File: src/rtl/apb_pkg.sv
// -----------------------------------------------------------------------------
// apb_pkg
// Shared APB definitions used by the completer register block, its wait
// counter and the requester-side code.
//   - apb_state_e : completer FSM state encoding (IDLE=0, SETUP=1, ACCESS=2)
//   - APB_ADDR_W / APB_DATA_W : default bus widths
//   - ERR_ALIGN / ERR_RANGE / ERR_RO : bit positions in an apb_err_t
//     error-reason vector; a transfer errors when any reason bit is set.
// -----------------------------------------------------------------------------
package apb_pkg;

    localparam int APB_ADDR_W = 8;
    localparam int APB_DATA_W = 32;

    typedef enum logic [1:0] {
        IDLE   = 2'd0,
        SETUP  = 2'd1,
        ACCESS = 2'd2
    } apb_state_e;

    // Error-reason bit positions
    localparam int ERR_ALIGN = 0;  // paddr[1:0] != 0
    localparam int ERR_RANGE = 1;  // word index beyond the register bank
    localparam int ERR_RO    = 2;  // write to the read-only ID register
    localparam int ERR_NUM   = 3;

    typedef logic [ERR_NUM-1:0] apb_err_t;

endpackage

File: src/rtl/apb_wait_ctr.sv
// -----------------------------------------------------------------------------
// apb_wait_ctr
// Loadable down-counter with a zero flag. The completer uses it to insert
// wait states; the requester side can reuse it as a timeout counter.
// Ports:
//   clk        : rising-edge clock
//   rst        : synchronous active-high reset, clears the count
//   load_i     : load load_val_i (takes priority over dec_i)
//   load_val_i : value to load
//   dec_i      : decrement by one; saturates at zero
//   zero_o     : count is zero
// -----------------------------------------------------------------------------
module apb_wait_ctr #(
    parameter int CNT_W = 4
) (
    input  logic             clk,
    input  logic             rst,
    input  logic             load_i,
    input  logic [CNT_W-1:0] load_val_i,
    input  logic             dec_i,
    output logic             zero_o
);

    logic [CNT_W-1:0] cnt_q;
    logic [CNT_W-1:0] cnt_d;

    always_comb begin
        cnt_d = cnt_q;
        if (load_i) begin
            cnt_d = load_val_i;
        end else if (dec_i && (cnt_q != '0)) begin
            // Guarded so the count never wraps below zero
            cnt_d = cnt_q - CNT_W'(1);
        end
    end

    always_ff @(posedge clk) begin
        if (rst) begin
            cnt_q <= '0;
        end else begin
            cnt_q <= cnt_d;
        end
    end

    assign zero_o = (cnt_q == '0);

endmodule

File: src/rtl/apb_slave_regs.sv
// -----------------------------------------------------------------------------
// apb_slave_regs
// APB completer with a small word-aligned register bank and a programmable
// number of wait states per access.
//   Register 0           : read-only, returns ID_VALUE
//   Registers 1..N-1     : full-width read/write, reset to 0
// Ports:
//   clk, rst   : clock and synchronous active-high reset
//   psel       : completer select
//   penable    : access-phase indicator
//   pwrite     : 1 = write, 0 = read (sampled in the setup phase)
//   paddr      : byte address (sampled in the setup phase)
//   pwdata     : write data (sampled in the setup phase)
//   pready     : access complete
//   prdata     : read data, non-zero only while pready=1 on a good read
//   pslverr    : error response, only while pready=1
//   proto_err  : sticky flag for illegal phase sequences, cleared by rst
//
// Handshake: a transfer is one setup cycle (psel=1, penable=0) followed by
// access cycles (psel=1, penable=1). The access phase ends on the first
// access cycle with pready=1; the write commits and read data is presented
// in that same cycle. pready rises in access cycle WAIT_CYCLES+1.
//
// FSM timing: the setup phase is observed while state_q is IDLE, so state_q
// is SETUP during the first access cycle and ACCESS for any later access
// cycles. SETUP therefore already counts as an access cycle, which keeps a
// full transfer at WAIT_CYCLES+2 cycles and lets WAIT_CYCLES=0 complete in
// the first access cycle. state_q is the observable FSM state.
// -----------------------------------------------------------------------------
module apb_slave_regs
    import apb_pkg::*;
#(
    parameter int                ADDR_W      = APB_ADDR_W,
    parameter int                DATA_W      = APB_DATA_W,
    parameter int                NUM_REGS    = 8,
    parameter int                WAIT_CYCLES = 1,
    parameter logic [DATA_W-1:0] ID_VALUE    = 32'hA5B0_0001
) (
    input  logic              clk,
    input  logic              rst,
    input  logic              psel,
    input  logic              penable,
    input  logic              pwrite,
    input  logic [ADDR_W-1:0] paddr,
    input  logic [DATA_W-1:0] pwdata,
    output logic              pready,
    output logic [DATA_W-1:0] prdata,
    output logic              pslverr,
    output logic              proto_err
);

    localparam int IDX_W  = (NUM_REGS > 1) ? $clog2(NUM_REGS) : 1;
    localparam int WORD_W = ADDR_W - 2;
    localparam int CNT_W  = $clog2(WAIT_CYCLES + 2);

    localparam logic [WORD_W-1:0] NUM_REGS_W = WORD_W'(NUM_REGS);
    localparam logic [CNT_W-1:0]  WAIT_LOAD  = CNT_W'(WAIT_CYCLES);

    apb_state_e        state_q;
    logic [IDX_W-1:0]  idx_q;
    logic              write_q;
    logic [DATA_W-1:0] wdata_q;
    apb_err_t          err_q;
    logic              proto_q;
    logic [DATA_W-1:0] regs_q [NUM_REGS];

    logic              xfer_on;
    logic              setup_seen;
    logic              in_access;
    logic              ctr_dec;
    logic              ctr_zero;
    logic              commit;
    logic              wr_en;
    apb_err_t          err_in;
    logic [DATA_W-1:0] rd_val;

    assign xfer_on    = psel && penable;
    assign in_access  = (state_q == SETUP) || (state_q == ACCESS);

    // A setup cycle is accepted from IDLE, and re-accepted while in SETUP
    // if the requester repeats it.
    assign setup_seen = psel && !penable &&
                        ((state_q == IDLE) || (state_q == SETUP));

    // Error reasons decoded from the setup-phase address; only the latched
    // copy is used afterwards.
    always_comb begin
        err_in            = '0;
        err_in[ERR_ALIGN] = (paddr[1:0] != 2'b00);
        err_in[ERR_RANGE] = (paddr[ADDR_W-1:2] >= NUM_REGS_W);
        err_in[ERR_RO]    = pwrite && (paddr[ADDR_W-1:2] == '0);
    end

    apb_wait_ctr #(
        .CNT_W (CNT_W)
    ) u_wait_ctr (
        .clk        (clk),
        .rst        (rst),
        .load_i     (setup_seen),
        .load_val_i (WAIT_LOAD),
        .dec_i      (ctr_dec),
        .zero_o     (ctr_zero)
    );

    assign ctr_dec = in_access && xfer_on && !ctr_zero;

    // In SETUP the first access cycle is only real once penable is high;
    // in ACCESS pready follows the counter alone.
    always_comb begin
        pready = 1'b0;
        case (state_q)
            SETUP:   pready = xfer_on && ctr_zero;
            ACCESS:  pready = ctr_zero;
            default: pready = 1'b0;
        endcase
    end

    assign commit = pready && xfer_on;
    assign wr_en  = commit && write_q && (err_q == '0);

    assign rd_val    = (idx_q == '0) ? ID_VALUE : regs_q[idx_q];
    // Any error (including a misaligned in-range read) returns zero data
    assign prdata    = (pready && !write_q && (err_q == '0)) ? rd_val : '0;
    assign pslverr   = pready && (err_q != '0);
    assign proto_err = proto_q;

    always_ff @(posedge clk) begin
        if (rst) begin
            state_q <= IDLE;
            idx_q   <= '0;
            write_q <= 1'b0;
            wdata_q <= '0;
            err_q   <= '0;
            proto_q <= 1'b0;
            for (int i = 0; i < NUM_REGS; i++) begin
                regs_q[i] <= '0;
            end
        end else begin
            case (state_q)
                IDLE: begin
                    if (penable) begin
                        // Access phase without a preceding setup
                        proto_q <= 1'b1;
                    end else if (psel) begin
                        state_q <= SETUP;
                    end
                end
                SETUP: begin
                    if (!psel) begin
                        // Dropped before any access cycle: silent abort
                        state_q <= IDLE;
                    end else if (!penable) begin
                        state_q <= SETUP;
                    end else if (ctr_zero) begin
                        state_q <= IDLE;
                    end else begin
                        state_q <= ACCESS;
                    end
                end
                ACCESS: begin
                    if (!xfer_on) begin
                        // Requester left the access phase before completion
                        state_q <= IDLE;
                        proto_q <= 1'b1;
                    end else if (ctr_zero) begin
                        state_q <= IDLE;
                    end
                end
                default: state_q <= IDLE;
            endcase

            if (setup_seen) begin
                idx_q   <= paddr[IDX_W+1:2];
                write_q <= pwrite;
                wdata_q <= pwdata;
                err_q   <= err_in;
            end

            if (wr_en) begin
                regs_q[idx_q] <= wdata_q;
            end
        end
    end

endmodule

File: config.mk
export PLATFORM = sky130hd
export DESIGN_NAME = apb_slave_regs
export DESIGN_NICKNAME = d
export VERILOG_FILES = /design/src/rtl/apb_pkg.sv /design/src/rtl/apb_wait_ctr.sv /design/src/rtl/apb_slave_regs.sv
export SDC_FILE = /design/constraint.sdc
export NUM_CORES = 1
export LEC_CHECK = 0
export CAP_MARGIN = 20
export CORE_AREA = 2 2 167 169
export DETAILED_ROUTE_END_ITERATION = 10
export DIE_AREA = 0 0 169 171
export PLACE_DENSITY = 0.74
export SYNTH_ARGS = -nofsm -noshare
export SYNTH_HDL_FRONTEND = slang
export SYNTH_SLANG_ARGS = --single-unit
export TNS_END_PERCENT = 100
File: constraint.sdc
create_clock -name clk -period 8 [get_ports clk]
set_input_delay 2 -clock clk [delete_from_list [all_inputs] [get_ports clk]]
set_output_delay 2 -clock clk [all_outputs]
set_load 0.005 [all_outputs]
==> impl_metrics.py <==
metrics = {
    "setup_path": {
        "slowest_delay_ps": 590,
        "rr_startpoint": "state_q[1]$_SDFFE_PP0P_",
        "cp.arrival_ps": 4950,
        "critPathBufInv": 4,
        "endpoint": "prdata[15]",
        "path_delay_family": "buffers and inverters",
        "crit_path_end_kind": "primary output",
        "crit_cells": 8,
        "r2r-end": "regs_q[6][28]$_SDFFCE_PN0P_",
        "slowest_stage": "clkdlybuf4s50_1",
        "crit_type": "primary input to primary output",
        "reg2reg_depth": 7,
        "crit_top_cell": "clkdlybuf4s50_1",
        "path_cells": "clkdlybuf4s50_1 > a31oi_1 > or2_1 > inv_1 > nand3_1 > buf_4 > nor2_1 > clkdlybuf4s50_1",
        "start_kind": "primary input",
        "critPathLaunch": "psel",
        "worstPathRequired_ps": 6000,
        "critPathMaxFanout": 14,
        "r2r_setup_slack_ps": 4650,
    },
    "drt": {
        "drtAntennaViolNets": 0,
        "wire_per_inst_um": 21.55,
        "avgViaCountPerCell": 5.649,
        "drtPass1Iterations": 5,
        "drc": 0,
        "finalWirelength_um": 29860,
        "drt_iter0_markers": 577,
        "num_vias": 7830,
    },
    "logic_synthesis": {
        "dominantRegCellSynth": "edfxtp_1",
        "yosys_warnings": 0,
        "synth.most_common_cell": "edfxtp_1",
        "synth_cells": 960,
        "yosys.cell_types.count": 40,
        "netlist_area_mm2": 0.01337,
        "synthesis.nets": 1009,
        "synth_area_per_cell_um2": 13.93,
        "synthTopCellsByArea": "edfxtp_1 (57%), mux4_2 (9.6%), and2_1 (9.0%)",
        "synth_top_cell_area_share_pct": 57.48,
        "ys_async_sr_fraction_pct": 0,
        "synth.yosys.seq_area_share_pct": 64.51,
        "synth_seq_cells": 303,
        "synth_edf_count": 256,
        "synthTopCellsByCount": "edfxtp_1 (256), and2_1 (193), nand2_1 (77)",
        "synth_largest_area_cell": "edfxtp_1",
    },
    "timing": {
        "period_needed_ps": 6945,
        "tns_ps": 0,
        "relSlewSlack_pct": 28.84,
        "setup_viol": 0,
        "fin_ws_ps": 1055,
        "slew_violations": 0,
        "finalHoldViolCount": 0,
        "period_share_pct": 86.82,
        "rsz0062_at_grt": "false",
        "clock_skew_ps": 13.90,
        "fmax_ghz": 0.1440,
        "worstMarginPinSlew_ps": 1067,
    },
    "die": {
        "initial_utilization_pct": 48.95,
        "rows": 61,
        "fp.coreArea_mm2": 0.02732,
        "die_y_um": 171,
        "io_pins": 80,
        "dieArea_mm2": 0.02890,
        "die_w_um": 169,
    },
    "clock_network": {
        "cts.htree.levels": 1,
        "ctsHoldBuffers": 0,
        "clk_path_buf_depth": 3,
        "tritoncts": "yes",
        "cts_buffers": 29,
        "cts-root-buf": "clkbuf_16",
        "cts.sinks": 303,
        "clk-insertion-delay-late_ps": 530,
        "post-cts-setup-buffers": 0,
        "clk_transition_reported_paths_ps": 60,
        "cts_resized": 0,
    },
    "global_routing": {
        "grt_pass1_vias": 8040,
        "gr-total-overflow": 0,
        "grt_pass1_wl_um": 46390,
        "grt_max_degree": 61,
        "globalRouteTotalUtil_pct": 21.18,
        "antenna_found_initial": 0,
    },
    "cells_and_area": {
        "num-fill-cells": 2167,
        "regArea_mm2": 0.008635,
        "fin_nets": 1068,
        "area_growth_pct": 15.09,
        "stdcell_count": 1386,
        "multi_input_comb_area_mm2": 0.004492,
        "drive_gt1_share_pct": 13.57,
    },
    "hold_path": {
        "hold_depth": 2,
        "hp-class": "flop to flop",
    },
    "place": {
        "io_buffers": 79,
        "dp_hpwl_um": 16900,
        "dp.cells": 1333,
        "pre_cts_slack_ps": 1072,
        "gp_congestion": 0.7658,
    },
    "status": {
        "status": "finished clean",
    },
    "pwr": {
        "ir_worst_vdd_v": 0.0001371,
        "p_total_w": 0.003253,
        "p_leak_nw": 5.596,
        "p_per_area_mw_per_mm2": 211.4,
    },
    "job": {
        "cap_violations": 0,
    },
}
[logic make-up (layout without fill, tap and decap cells)]
group | count (synthesis) | count (layout) | synth area share (%)
simple gates | 412 | 412 | 17.47
flops | 303 | 303 | 64.51
mux | 97 | 97 | 12.66
buf+inv | 74 | 153 | 2.217
compound gates | 69 | 69 | 2.704
fa+ha+maj | 4 | 4 | 0.3742
xor+xnor | 1 | 1 | 0.06550
other cells | 0 | 1 | 0
[registers in the layout (all words and copies together) (netlist names), named ones only]
name and flops:
regs_q 256, wdata_q 32, err_q 3, idx_q 3, state_q 2, u_wait_ctr.cnt_q 2, proto_err 1, write_q 1
[stage by stage]
step	hold slack [ps]	instance area (um^2)	utilization, %
after floorplan	462.8	13370	-
after global placement	461.5	14490	53.02
after detailed placement	466.6	14490	53.02
after CTS	493.2	15360	56.22
after global routing	532.3	15390	56.32
final	485.5	15390	56.33
[cells in the final DEF, fill, tap and decap left out, drive strengths merged, types with 4 or more instances in the layout]
| cell type | count |
|---|---|
| edfxtp | 256 |
| and2 | 193 |
| clkdlybuf4s50 | 78 |
| nand2 | 77 |
| and3 | 66 |
| mux4 | 57 |
| a21oi | 54 |
| dfxtp | 47 |
| clkbuf | 38 |
| mux2i | 33 |
| nor2 | 32 |
| buf | 18 |
| clkinv | 11 |
| nand2b | 10 |
| o21ai | 9 |
| or2 | 8 |
| mux2 | 7 |
| nor3 | 7 |
| inv | 6 |
| ha | 4 |
| nor4 | 4 |
[per-layer routing]
layer / wire length (um) / share of wire (%) / up-vias / track usage (%)
met2: 14710 / 49 / 278 / 35.73
met5: 0 / 0 / - / 0
li1: - / - / 3610 / -
met1: 12760 / 43 / 3914 / 29.86
met3: 2018 / 6.8 / 28 / 2.822
met4: 376 / 1.3 / 0 / 4.385
[final cells by class]
class                           instances  share of cell area (%)
Antenna cell                            1                 0.01626
Clock buffer                           38                   5.129
Clock inverter                         13                  0.5528
Inverter                                6                  0.1463
Multi-Input combinational cell        583                   29.18
Sequential cell                       303                   56.10
Tap cell                              346                   2.813
Timing Repair Buffer                   96                   6.064
[worst min path at each step]
stage,startpoint,end,slack [ps]
global placement,proto_err$_SDFFE_PP0P_,proto_err$_SDFFE_PP0P_,460
CTS,proto_err$_SDFFE_PP0P_,proto_err$_SDFFE_PP0P_,490
global route,proto_err$_SDFFE_PP0P_,proto_err$_SDFFE_PP0P_,530
floorplan,write_q$_SDFFE_PP0P_,write_q$_SDFFE_PP0P_,460
detailed placement,proto_err$_SDFFE_PP0P_,proto_err$_SDFFE_PP0P_,470
finish,proto_err$_SDFFE_PP0P_,proto_err$_SDFFE_PP0P_,490
[report_power, final]
part | switching [W] | internal, W
Sequential | 0.0000355 | 0.00176
Clock | 0.000550 | 0.000720
Combinational | 0.000104 | 0.0000826
[worst min-delay path, cell delays in order (launching register included)]
cell	delay [ps]
dfxtp_1	330
a311oi_1	50
nor2_1	70
Note: power is estimated with default switching activity, not from simulation.
